$ cat config.mk
export PLATFORM = sky130hd
export DESIGN_NAME = cpu_cmd_issuer
export DESIGN_NICKNAME = d
export VERILOG_FILES = /design/src/rtl/cpu_cmd_issuer.sv
export SDC_FILE = /design/constraint.sdc
export NUM_CORES = 1
export LEC_CHECK = 0
export BUFFER_PORTS_ARGS = -buffer_cell sky130_fd_sc_hd__buf_2
export CELL_PAD_IN_SITES_DETAIL_PLACEMENT = 0
export CELL_PAD_IN_SITES_GLOBAL_PLACEMENT = 2
export CORE_AREA = 10 10 163 127
export CTS_CLUSTER_SIZE = 12
export DETAILED_ROUTE_END_ITERATION = 12
export DIE_AREA = 0 0 173 137
export PLACE_DENSITY = 0.74
export SYNTH_ARGS = -nofsm -noshare
export SYNTH_HDL_FRONTEND = slang
export SYNTH_SLANG_ARGS = --single-unit
$ cat constraint.sdc
create_clock -name clk -period 3.95 [get_ports clk]
set_clock_uncertainty 0.15 [all_clocks]
set_input_delay 0.395 -clock clk [delete_from_list [all_inputs] [get_ports clk]]
set_output_delay 0.395 -clock clk [all_outputs]
set_load 0.1 [all_outputs]
$ cat src/rtl/cpu_cmd_issuer.sv
// Command FIFO and issue stage in front of the CPU datapath: one-cycle ce per command, throttled after operations.
// Optional build macro CPU_CMD_ISSUER_STATS_EN adds the 16-bit op_count output.
module cpu_cmd_issuer #(
   parameter int DEPTH  = 8,
   parameter int OP_GAP = 2
) (
   input  logic                   clk,
   input  logic                   rst,
   input  logic                   flush,
   input  logic                   in_valid,
   output logic                   in_ready,
   input  logic                   in_load,
   input  logic [7:0]             in_opcode,
   input  logic [7:0]             in_data,
   input  logic                   in_cin,
   input  logic                   in_cout,
   output logic                   ce,
   output logic                   load,
   output logic [7:0]             opcode,
   output logic [7:0]             cpu_data,
   output logic                   cin,
   output logic                   cout,
   output logic [$clog2(DEPTH):0] level,
   output logic                   busy
`ifdef CPU_CMD_ISSUER_STATS_EN
   ,
   output logic [15:0]            op_count
`endif
);
   localparam int AW = $clog2(DEPTH);
   localparam int LW = AW + 1;
   localparam int GW = $clog2(OP_GAP + 1);

   typedef struct packed {
      logic       load;
      logic [7:0] opcode;
      logic [7:0] data;
      logic       cin;
      logic       cout;
   } entry_t;

   typedef enum logic {S_IDLE, S_HOLD} state_t;

   entry_t        mem [DEPTH];
   entry_t        head;
   entry_t        wr_entry;
   logic [AW-1:0] wr_ptr;
   logic [AW-1:0] rd_ptr;
   state_t        state;
   state_t        state_next;
   logic [GW-1:0] gap;
   logic [GW-1:0] gap_next;
   logic          push;
   logic          pop;
   logic          empty;
   logic          full;

   assign head     = mem[rd_ptr];
   assign wr_entry = '{load: in_load, opcode: in_opcode, data: in_data, cin: in_cin, cout: in_cout};

   // Flush blocks both the push and the issue of the same cycle.
   always_comb begin
      empty    = (level == '0);
      full     = (level == LW'(DEPTH));
      in_ready = ~full;
      push     = in_valid && !full && !flush;
      pop      = (state == S_IDLE) && !empty && !flush;
      busy     = !empty || ce || (state == S_HOLD);
   end

   // NOTE: storage has no reset; level gates every read, so stale contents are never observed.
   always_ff @(posedge clk) begin
      if (push) mem[wr_ptr] <= wr_entry;
   end

   always_ff @(posedge clk or posedge rst) begin
      if (rst) begin
         wr_ptr <= '0;
         rd_ptr <= '0;
         level  <= '0;
      end else if (flush) begin
         wr_ptr <= '0;
         rd_ptr <= '0;
         level  <= '0;
      end else begin
         if (push) wr_ptr <= wr_ptr + 1'b1;
         if (pop)  rd_ptr <= rd_ptr + 1'b1;
         level <= level + LW'(push) - LW'(pop);
      end
   end

   always_ff @(posedge clk or posedge rst) begin
      if (rst) begin
         state <= S_IDLE;
         gap   <= '0;
      end else begin
         state <= state_next;
         gap   <= gap_next;
      end
   end

   // HOLD is left when the counter reads 1, giving OP_GAP idle cycles after an operation.
   always_comb begin
      state_next = state;
      gap_next   = gap;
      case (state)
         S_IDLE: begin
            if (pop && !head.load) begin
               state_next = S_HOLD;
               gap_next   = GW'(OP_GAP);
            end
         end
         S_HOLD: begin
            if (gap == GW'(1)) state_next = S_IDLE;
            else               gap_next   = gap - 1'b1;
         end
         default: state_next = S_IDLE;
      endcase
   end

   always_ff @(posedge clk or posedge rst) begin
      if (rst) begin
         ce       <= 1'b0;
         load     <= 1'b0;
         opcode   <= '0;
         cpu_data <= '0;
         cin      <= 1'b0;
         cout     <= 1'b0;
      end else begin
         ce <= pop;
         if (pop) begin
            load     <= head.load;
            opcode   <= head.opcode;
            cpu_data <= head.data;
            cin      <= head.cin;
            cout     <= head.cout;
         end
      end
   end

`ifdef CPU_CMD_ISSUER_STATS_EN
   always_ff @(posedge clk or posedge rst) begin
      if (rst)                     op_count <= '0;
      else if (pop && !head.load)  op_count <= op_count + 16'd1;
   end
`endif

endmodule
==> impl_metrics.sql, run 1 <==
INSERT INTO impl_metrics (metric_group, metric, value, unit) VALUES
('run_status', 'outcome', 'finished, violations left', ''),
('run_status', 'violations_in_the_final_reports', 'negative hold slack', ''),
('yosys', 'synth_seq_area_share', '0.7296', ''),
('clock_tree', 'max-clock-path-buffers', '2', ''),
('yosys', 'synthesis.nets', '408', ''),
('yosys', 'netlist_instances', '375', ''),
('global_routing', 'grt_pass1_wl', '22.13', 'mm'),
('setup_path', 'end_kind', 'flip-flop', ''),
('timing', 'setup_tns', '0', 'ns'),
('timing', 'report.final.hold_viol_count', '18', ''),
('clock_tree', 'cts-buffers-inserted', '17', ''),
('setup_path', 'worst-endpoint-arrival', '3.11', 'ns'),
('timing', 'final.period_utilization', '0.7473', ''),
('detailed_routing', 'via_count', '3514', ''),
('clock_tree', 'cts_tree', 'done', ''),
('timing', 'rsz0062_at_grt', 'no', ''),
('floorplanning', 'die_w', '173', 'um'),
('detailed_routing', 'wirelength', '14.19', 'mm'),
('floorplanning', 'die_height', '137', 'um'),
('finish', 'design.final.nets', '472', ''),
('timing', 'worst_pin_slew', '0.8805', 'ns'),
('clock_tree', 'cts_post_setup_buffers_inserted', '0', ''),
('finish', 'layout-drive-gt1-share', '0.2478', ''),
('detailed_routing', 'detail_route.drc_violations', '0', ''),
('power', 'total_power', '6.129', 'mW'),
('job', 'timing.max_cap.violations', '0', ''),
('global_routing', 'grt-ovfl-total', '0', ''),
('detailed_routing', 'route.antenna.remaining_nets', '0', ''),
('power', 'power_leakage', '2.996', 'nW'),
('finish', 'area_growth', '14.55', '%'),
('yosys', 'synthesis.area', '7388', 'um2'),
('timing', 'min_period', '2.952', 'ns'),
('finish', 'fin_area', '8463', 'um2'),
('timing', 'finalSetupViolCount', '0', ''),
('setup_path', 'worstPathMaxFanout', '39', ''),
('global_routing', 'globalRouteTotalUtil', '0.1254', ''),
('detailed_routing', 'drt_iter0_drc', '209', ''),
('clock_tree', 'cts_resized', '0', ''),
('clock_tree', 'cts_hold_buf', '0', ''),
('global_routing', 'grt_pass1_vias', '3776', ''),
('yosys', 'count_of_flip_flops_with_a_built_in_enable_after_synthesis', '152', ''),
('clock_tree', 'clk_root_buffer_cell', 'clkbuf_16', ''),
('timing', 'maxSlewHeadroom', '0.4108', ''),
('floorplanning', 'initial_core_util', '0.4235', ''),
('placement', 'port_buffers', '48', ''),
('clock_tree', 'h-tree-depth', '4', ''),
('floorplanning', 'floorplan.core_area', '17450', 'um2'),
('placement', 'gp_routability_congestion', '0.7067', ''),
('finish', 'number_of_fill_cells_in_the_layout', '1471', ''),
('finish', 'final_cell_mix', 'edfxtp_1, buf_2, dfrtp_1', ''),
('detailed_routing', 'routedWlPerCell', '20.45', 'um'),
('detailed_routing', 'routed_via_density', '5.063', ''),
('floorplanning', 'placement_rows', '42', ''),
('placement', 'detailed_placer_s_ending_hpwl', '8.870', 'mm'),
('yosys', 'synthDistinctLibCells', '40', ''),
('global_routing', 'grt_start_max_net_pins', '43', ''),
('setup_path', 'timing.setup.critical_path_class', 'flip-flop to flip-flop', ''),
('finish', 'layout.cells.most_common', 'edfxtp_1', ''),
('detailed_routing', 'detail_route.first_pass.iterations', '4', ''),
('clock_tree', 'clock_latency', '0.42', 'ns'),
('floorplanning', 'ios', '49', ''),
('timing', 'finalHoldWorstSlack', '-0.01913', 'ns'),
('placement', 'dpl-instance-area', '7928', 'um2'),
('setup_path', 'timing.critical_path.from_type', 'flip-flop', ''),
('worst_hold_path', 'min_path_type', 'primary input to asynchronous set/reset pin', ''),
('timing', 'slew_viols_final', '0', ''),
('floorplanning', 'floorplan.die_area', '23700', 'um2'),
('setup_path', 'timing.critical_path.required', '4.10', 'ns'),
('yosys', 'syn_avg_cell_area', '19.70', 'um2'),
('yosys', 'ys_warn_count', '0', ''),
('finish', 'num_antenna_cells', '0', ''),
('clock_tree', 'cts.clk_slew.worst_paths', '0.07', 'ns'),
('yosys', 'synth_async_sr_flop_share', '0.1784', ''),
('yosys', 'register_bit_total_from_synthesis', '185', ''),
('power', 'power_density', '724.2', 'nW/um2'),
('yosys', 'postSynth.topFlopCell', 'edfxtp_1', ''),
('timing', 'timing.fmax', '338.8', 'MHz'),
('global_routing', 'initial_antenna_violation_count', '0', ''),
('clock_tree', 'sink_count', '185', ''),
('power', 'power.ir.vdd_worst', '400.6', 'uV');
[sequential cells by signal, indices dropped and copies added, names as in the netlist]
signal    count
cpu_data      8
cin           1
level         4
wr_ptr        3
cout          1
opcode        8
mem         152
rd_ptr        3
ce            1
load          1
gap           2
state         1
[critical path, cell delays in order (launching register included)]
cell and delay, ns:
dfrtp_1 0.37, inv_1 0.10, ha_1 0.15, nor3b_2 0.28, or3_4 0.47, inv_1 0.16
ha_1 0.31, inv_1 0.04, ha_1 0.20, fa_1 0.39, xnor2_1 0.16, nor2_1 0.06
[final timing paths]
path,start,to,slack (ns),cells past startpoint
hold reg to reg,opcode[4],opcode[4],0.33,2
setup / recovery,level[2],level[2],1.0,11
hold / removal,rst,opcode[5],-0.02,2
min in group clk,in_opcode[3],mem[1][13],0.09,1
setup reg to reg,level[2],level[2],1.0,11
max in group asynchronous,rst,wr_ptr[1],2.93,3
[kinds of logic (layout without fill, tap and decap cells)]
logic type      count (synthesis)  after routing  share of synthesized area
buf+inv                        26            103                    0.02218
compound gates                 30             30                    0.02794
xor+xnor                        6              6                   0.007113
flops                         185            185                     0.7296
mux                            57             57                     0.1550
fa+ha+maj                      10             10                    0.01795
simple gates                   61             61                    0.04031
[layout make-up]
type	count	area (um2)	share of cell area
multi-input cells	164	1854	0.2191
flip-flops and latches	185	5391	0.6370
well taps	242	302.8	0.03578
inverters	9	33.78	0.003992
repair buffers	62	345.3	0.04080
clock inverters	12	98.84	0.01168
clock buffers	20	436.7	0.05160
[metal layers]
| layer | GRT usage | part of all wire | vias up |
|---|---|---|---|
| met5 | 0 | 0 | - |
| met4 | 0.04539 | 0.0070 | 0 |
| met3 | 0.03359 | 0.040 | 5 |
| met2 | 0.1996 | 0.48 | 65 |
| met1 | 0.1636 | 0.47 | 1816 |
| li1 | - | - | 1628 |
[where the power goes]
group / internal, mW / switching [mW]
clock network: 0.865 / 0.690
registers: 2.32 / 0.131
logic: 0.577 / 1.55
total: 3.76 / 2.37
[synthesized netlist by cell type, drive strengths merged (2+ instances only)]
master / count / area share
o21ai: 20 / 0.014
mux2i: 18 / 0.024
nor2b: 3 / 0.0025
clkbuf: 2 / 0.0010
buf: 15 / 0.017
inv: 9 / 0.0046
nor3b: 3 / 0.0044
a21o: 2 / 0.0020
mux4: 36 / 0.13
mux2: 3 / 0.0051
nor2: 15 / 0.0076
ha: 9 / 0.015
nand3: 2 / 0.0014
edfxtp: 152 / 0.62
nor3: 3 / 0.0020
dfrtp: 33 / 0.11
xnor2: 4 / 0.0047
xor2: 2 / 0.0024
or3: 2 / 0.0024
a21oi: 3 / 0.0020
nand2b: 3 / 0.0025
nand2: 26 / 0.013
[metrics by stage]
| stage | worst slack (ns) | instances | utilization |
|---|---|---|---|
| final | 0.9981 | 694 | 0.4851 |
| after global routing | 0.7807 | 694 | 0.4851 |
| after CTS | 0.9700 | 694 | 0.4851 |
| after detailed placement | 0.9782 | 662 | 0.4544 |
| after global placement | 1.034 | 662 | 0.4544 |
| after floorplan | 0.02637 | 375 | - |
Note: power is estimated with default switching activity, not from simulation.
==> run 2, diff against run 1 <==
clock period = 3.1 ns   (was 3.95 ns; I/O delays follow)
==> impl_metrics.sql, run 2 (synthesis results as in run 1) <==
INSERT INTO impl_metrics (metric_group, metric, value, unit) VALUES
('job', 'timing.max_cap.violations', '0', ''),
('floorplanning', 'initial_core_util', '0.4235', ''),
('power', 'power.ir.vdd_worst', '532.1', 'uV'),
('floorplanning', 'die_w', '173', 'um'),
('finish', 'layout-drive-gt1-share', '0.2559', ''),
('setup_path', 'crit-reg2reg-launch', 'level[2]', ''),
('clock_tree', 'clock_latency', '0.42', 'ns'),
('timing', 'worst_pin_slew', '0.9176', 'ns'),
('detailed_routing', 'drt_iter0_drc', '186', ''),
('timing', 'rsz0062_at_grt', 'no', ''),
('clock_tree', 'max-clock-path-buffers', '2', ''),
('clock_tree', 'cts-buffers-inserted', '17', ''),
('setup_path', 'worstPathMaxFanout', '5', ''),
('global_routing', 'globalRouteMet3Util', '0.03221', ''),
('finish', 'multi_input_area', '1858', 'um2'),
('detailed_routing', 'route.antenna.remaining_nets', '0', ''),
('detailed_routing', 'routedWlPerCell', '19.37', 'um'),
('finish', 'max_ffs_per_register', '152', ''),
('finish', 'number_of_fill_cells_in_the_layout', '1473', ''),
('setup_path', 'r2r_end', 'level[1]', ''),
('global_routing', 'globalRouteTotalUtil', '0.1206', ''),
('floorplanning', 'die_height', '137', 'um'),
('setup_path', 'crit_chain', 'inv_1 -> ha_1 -> or3b_2 -> nand2_1 -> or2_2 -> ha_1 -> inv_1 -> ha_1 -> fa_1 -> nor2b_1', ''),
('floorplanning', 'placement_rows', '42', ''),
('timing', 'report.final.hold_viol_count', '0', ''),
('finish', 'fin_area', '8675', 'um2'),
('global_routing', 'globalRouteMet2Util', '0.2000', ''),
('finish', 'num_antenna_cells', '0', ''),
('setup_path', 'cp_slowest_stage_delay', '0.51', 'ns'),
('finish', 'area_growth', '17.41', '%'),
('finish', 'design.final.nets', '489', ''),
('global_routing', 'initial_antenna_violation_count', '0', ''),
('timing', 'setup_tns', '0', 'ns'),
('detailed_routing', 'routed_via_density', '4.987', ''),
('timing', 'timing.fmax', '360.5', 'MHz'),
('floorplanning', 'floorplan.die_area', '23700', 'um2'),
('floorplanning', 'ios', '49', ''),
('power', 'power_leakage', '3.070', 'nW'),
('power', 'total_power', '7.926', 'mW'),
('global_routing', 'grtUsageMet1', '0.1504', ''),
('global_routing', 'grt-ovfl-total', '0', ''),
('placement', 'detailed_placer_s_ending_hpwl', '8.215', 'mm'),
('setup_path', 'end_kind', 'flip-flop', ''),
('setup_path', 'crit_slowest_cell', 'or3b_2', ''),
('floorplanning', 'floorplan.core_area', '17450', 'um2'),
('clock_tree', 'cts.clk_slew.worst_paths', '0.07', 'ns'),
('setup_path', 'critical-path-top-cell-by-count', 'ha_1', ''),
('detailed_routing', 'wirelength', '13.78', 'mm'),
('worst_hold_path', 'timing.hold.worst_path_depth', '1', ''),
('global_routing', 'global_route.peak_usage_layer', 'met2', ''),
('finish', 'layout.cells.most_common', 'edfxtp_1', ''),
('clock_tree', 'h-tree-depth', '4', ''),
('timing', 'finalSetupViolCount', '0', ''),
('timing', 'timing.final.ws_setup', '0.3258', 'ns'),
('placement', 'preCtsSetupSlack', '0.3095', 'ns'),
('clock_tree', 'sink_count', '185', ''),
('power', 'power_density', '913.7', 'nW/um2'),
('setup_path', 'reg2reg_slack', '0.33', 'ns'),
('setup_path', 'timing.critical_path.required', '3.26', 'ns'),
('placement', 'dpl-instance-area', '7961', 'um2'),
('detailed_routing', 'via_count', '3546', ''),
('detailed_routing', 'detail_route.drc_violations', '0', ''),
('placement', 'port_buffers', '48', ''),
('clock_tree', 'cts_tree', 'done', ''),
('timing', 'slew_viols_final', '0', ''),
('placement', 'gp_routability_congestion', '0.7045', ''),
('worst_hold_path', 'hold_ep', 'mem[0][6]', ''),
('worst_hold_path', 'hold_path_startpoint', 'in_data[4]', ''),
('timing', 'final.period_utilization', '0.8949', ''),
('finish', 'final_cell_mix', 'edfxtp_1, buf_2, mux4_1', ''),
('timing', 'maxSlewHeadroom', '0.3876', ''),
('setup_path', 'worst-endpoint-arrival', '2.93', 'ns'),
('clock_tree', 'cts_post_setup_buffers_inserted', '0', ''),
('finish', 'reg.largest.list', 'mem: 152 flops, cpu_data: 8 flops, opcode: 8 flops', ''),
('finish', 'regMostFlops', 'mem', ''),
('global_routing', 'grt_pass1_wl', '21.39', 'mm'),
('finish', 'sequential_cell_area', '5399', 'um2'),
('run_status', 'outcome', 'completed', ''),
('global_routing', 'grt_start_max_net_pins', '42', ''),
('worst_hold_path', 'min_path_type', 'primary input to flip-flop', ''),
('global_routing', 'grt_pass1_vias', '3786', ''),
('detailed_routing', 'detail_route.first_pass.iterations', '7', ''),
('setup_path', 'rr_worst_depth', '10', ''),
('timing', 'min_period', '2.774', 'ns'),
('clock_tree', 'clk_root_buffer_cell', 'clkbuf_16', ''),
('setup_path', 'timing.critical_path.from_type', 'flip-flop', ''),
('setup_path', 'timing.setup.critical_path_class', 'flip-flop to flip-flop', '');
-- run 2: changes by cell type in the layout (fill, tap and decap cells not counted), sizes merged --
cell / delta
bufinv: +1
clkinvlp: +2
buf: +3
inv: -3
dlygate4sd3: +14
-- run 2: final cells by class --
class / count / share of cell area
clock inverter: 12 / 0.01457
inverter: 9 / 0.003894
tap: 242 / 0.03491
multi-input combinational: 164 / 0.2142
clock buffer: 20 / 0.05149
sequential: 185 / 0.6224
timing repair buffer: 79 / 0.05856
-- run 2: worst max-delay path, delay by kind of cell (launching register included) --
| family | cells | cell delay [ns] |
|---|---|---|
| simple gates | 4 | 0.93 |
| fa+ha+maj | 4 | 0.94 |
| flops | 1 | 0.47 |
| buf+inv | 2 | 0.17 |
-- run 2: worst max path at each step --
| stage | start | endpoint | slack [ns] | cells after the start |
|---|---|---|---|---|
| after floorplan | level[2] | level[2] | 0.02 | 12 |
| after global placement | level[2] | level[1] | 0.37 | 10 |
| after detailed placement | level[2] | level[1] | 0.31 | 10 |
| after CTS | level[2] | level[1] | 0.30 | 10 |
| after global routing | level[2] | level[1] | 0.12 | 10 |
| final | level[2] | level[1] | 0.33 | 10 |
-- run 2: through the flow --
step / std cells / hold WS (ns) / util
after floorplan: 375 / 0.2220 / -
after global placement: 665 / 0.3127 / 0.4563
after detailed placement: 665 / 0.3179 / 0.4563
after CTS: 711 / 0.002280 / 0.4972
after global routing: 711 / 0.009006 / 0.4972
final: 711 / 0.01458 / 0.4972
-- run 2: timing repair --
item | in CTS | in global routing
hold buffers | 14 | 0
gates resized for setup | 0 | 0
endpoints found under the hold margin | 113 | 0
-- run 2: power by group --
part	switching, mW	internal, mW	total (mW)
Clock	0.878	1.20	2.08
Combinational	1.94	0.765	2.71
Sequential	0.177	2.96	3.14
-- run 2: per-layer routing --
layer  wire length [um]  vias to the layer above  part of all wire
met3                598                        6             0.043
met1               6232                     1813              0.45
met5                  0                        -                 0
li1                   -                     1661                 -
met2               6875                       66              0.50
met4                 69                        0            0.0050
==> run 3, diff against run 2 <==
CORE_AREA = 2 2 155 119   (was 10 10 163 127)
DIE_AREA = 0 0 157 121   (was 0 0 173 137)
PLACE_DENSITY = 0.75   (was 0.74)
TNS_END_PERCENT = 100   (was unset)
==> impl_metrics.sql, run 3 (synthesis results as in run 1) <==
INSERT INTO impl_metrics (metric_group, metric, value, unit) VALUES
('run_status', 'outcome', 'completed', ''),
('clock_tree', 'cts_tree', 'done', ''),
('power', 'power_leakage', '3.071', 'nW'),
('worst_hold_path', 'min_path_type', 'primary input to flip-flop', ''),
('clock_tree', 'sink_count', '185', ''),
('timing', 'report.final.hold_viol_count', '0', ''),
('floorplanning', 'initial_core_util', '0.4248', ''),
('detailed_routing', 'wirelength', '13.50', 'mm'),
('finish', 'finished_layout_cells', '709', ''),
('timing', 'timing.fmax', '360.2', 'MHz'),
('timing', 'final.period_utilization', '0.8957', ''),
('floorplanning', 'floorplan.die_area', '19000', 'um2'),
('clock_tree', 'cts_post_setup_buffers_inserted', '0', ''),
('floorplanning', 'die_w', '157', 'um'),
('finish', 'final_cell_mix', 'edfxtp_1, buf_2, mux4_1', ''),
('timing', 'finalSetupViolCount', '0', ''),
('detailed_routing', 'drt_iter0_drc', '199', ''),
('global_routing', 'grt_start_max_net_pins', '43', ''),
('clock_tree', 'clk_root_buffer_cell', 'clkbuf_16', ''),
('global_routing', 'globalRouteTotalUtil', '0.1542', ''),
('worst_hold_path', 'hold_ep', 'mem[0][1]', ''),
('global_routing', 'grt_pass1_wl', '20.84', 'mm'),
('clock_tree', 'max-clock-path-buffers', '2', ''),
('finish', 'regMostFlops', 'mem', ''),
('power', 'power.share.switching', '0.3917', ''),
('worst_hold_path', 'hold_path_startpoint', 'in_cin', ''),
('power', 'internal_power', '4.776', 'mW'),
('detailed_routing', 'routedWlPerCell', '19.04', 'um'),
('clock_tree', 'cts.clk_slew.worst_paths', '0.07', 'ns'),
('finish', 'layout.core_utilization', '0.4980', ''),
('power', 'total_power', '7.851', 'mW'),
('clock_tree', 'cts_resized', '0', ''),
('timing', 'min_period', '2.777', 'ns'),
('global_routing', 'initial_antenna_violation_count', '0', ''),
('setup_path', 'crit_chain', 'inv_1 -> ha_1 -> or3b_2 -> nand2_1 -> or2_2 -> ha_1 -> inv_1 -> ha_1 -> fa_1 -> nor2b_1', ''),
('finish', 'number_of_fill_cells_in_the_layout', '1437', ''),
('finish', 'fin_area', '8662', 'um2'),
('setup_path', 'r2r_end', 'level[1]', ''),
('worst_hold_path', 'timing.hold.worst_path_depth', '1', ''),
('floorplanning', 'ios', '49', ''),
('setup_path', 'crit_buf_inv', '2', ''),
('finish', 'sequential_cell_area', '5399', 'um2'),
('placement', 'port_buffers', '48', ''),
('setup_path', 'timing.critical_path.from_type', 'flip-flop', ''),
('finish', 'reg.largest.list', 'mem: 152 flops, cpu_data: 8 flops, opcode: 8 flops', ''),
('job', 'timing.max_cap.violations', '0', ''),
('timing', 'finalHoldWorstSlack', '0.01620', 'ns'),
('setup_path', 'worst-endpoint-arrival', '2.93', 'ns'),
('setup_path', 'crit_slowest_cell', 'or3b_2', ''),
('setup_path', 'timing.critical_path.required', '3.25', 'ns'),
('detailed_routing', 'via_count', '3556', ''),
('finish', 'layout.cells.most_common', 'edfxtp_1', ''),
('detailed_routing', 'detail_route.drc_violations', '0', ''),
('placement', 'preCtsSetupSlack', '0.3076', 'ns'),
('power', 'power_density', '906.4', 'nW/um2'),
('clock_tree', 'cts_hold_buf', '14', ''),
('timing', 'worst_pin_slew', '0.6514', 'ns'),
('global_routing', 'grt-ovfl-total', '0', ''),
('setup_path', 'critical-path-top-delay-family', 'simple AND/OR/NAND/NOR gates', ''),
('placement', 'gp_routability_congestion', '0.7050', ''),
('setup_path', 'critical-path-top-cell-by-count', 'ha_1', ''),
('detailed_routing', 'detail_route.first_pass.iterations', '4', ''),
('setup_path', 'reg2reg_slack', '0.32', 'ns'),
('floorplanning', 'placement_rows', '42', ''),
('finish', 'max_ffs_per_register', '152', ''),
('setup_path', 'timing.setup.critical_path_class', 'flip-flop to flip-flop', ''),
('power', 'power_frac_seq', '0.396', ''),
('finish', 'multi_input_area', '1863', 'um2'),
('setup_path', 'rr_worst_depth', '10', ''),
('finish', 'layout-drive-gt1-share', '0.2655', ''),
('finish', 'design.final.nets', '487', ''),
('clock_tree', 'clock_latency', '0.43', 'ns'),
('finish', 'num_antenna_cells', '0', ''),
('timing', 'rsz0062_at_grt', 'no', ''),
('placement', 'dpl-instance-area', '7964', 'um2'),
('power', 'share_of_total_power_in_the_clock_network', '0.257', ''),
('power', 'total_switching_power', '3.076', 'mW'),
('timing', 'timing.final.ws_setup', '0.3234', 'ns'),
('power', 'part_of_the_power_in_combinational_logic', '0.347', ''),
('floorplanning', 'floorplan.core_area', '17390', 'um2'),
('global_routing', 'grt_pass1_vias', '3616', ''),
('timing', 'maxSlewHeadroom', '0.5633', ''),
('timing', 'setup_tns', '0', 'ns'),
('clock_tree', 'h-tree-depth', '4', ''),
('placement', 'placed_cells_incl_taps', '663', ''),
('setup_path', 'end_kind', 'flip-flop', ''),
('floorplanning', 'die_height', '121', 'um'),
('power', 'power.ir.vdd_worst', '599.7', 'uV'),
('detailed_routing', 'routed_via_density', '5.016', ''),
('finish', 'area_growth', '17.24', '%'),
('timing', 'slew_viols_final', '0', ''),
('setup_path', 'worstPathMaxFanout', '5', ''),
('setup_path', 'cp_slowest_stage_delay', '0.51', 'ns'),
('detailed_routing', 'route.antenna.remaining_nets', '0', ''),
('setup_path', 'crit-reg2reg-launch', 'level[2]', ''),
('clock_tree', 'cts-buffers-inserted', '17', ''),
('placement', 'detailed_placer_s_ending_hpwl', '7.773', 'mm');
run 3: changes by cell type in the layout (fill, tap and decap cells not counted), sizes merged:
cell	previous run	this run
buf	65	63
bufinv	2	0
clkbuf	20	17
clkinvlp	3	0
inv	9	17
run 3: worst reg2reg max path, cell delays in order (launching register included):
cell	delay (ns)
dfrtp_4	0.46
inv_1	0.11
ha_1	0.15
or3b_2	0.51
nand2_1	0.16
or2_2	0.13
ha_1	0.21
inv_1	0.05
ha_1	0.17
fa_1	0.41
nor2b_1	0.14
run 3: worst max-delay path by stage:
stage / startpoint / depth (start not counted) / endpoint
finish: level[2] / 10 / level[1]
global route: level[2] / 12 / level[3]
CTS: level[2] / 10 / level[1]
detailed placement: level[2] / 10 / level[1]
global placement: level[2] / 10 / level[1]
floorplan: level[2] / 12 / level[2]
run 3: area by class of cell:
type                       count  share of cell area
sequential                   185              0.6233
multi-input combinational    164              0.2151
timing repair buffer          77             0.05836
clock buffer                  17             0.04911
tap                          242             0.03496
clock inverter                15             0.01531
inverter                       9            0.003900
run 3: metal layers:
metal  GRT usage  routed length (um)  vias up
li1            -                   -     1655
met5           0                   0        -
met1      0.2123                6296     1821
met3     0.04286                 607       12
met4     0.04644                 144        0
met2      0.2412                6452       68
run 3: power by group through the flow:
stage,clock [mW],combinational (mW),sequential (mW)
after detailed placement,0,2.74,3.17
final,2.02,2.72,3.11
after global placement,0,2.72,3.15
after global routing,2.19,2.92,3.14
after floorplan,0,1.24,4.20
after CTS,2.07,2.77,3.11
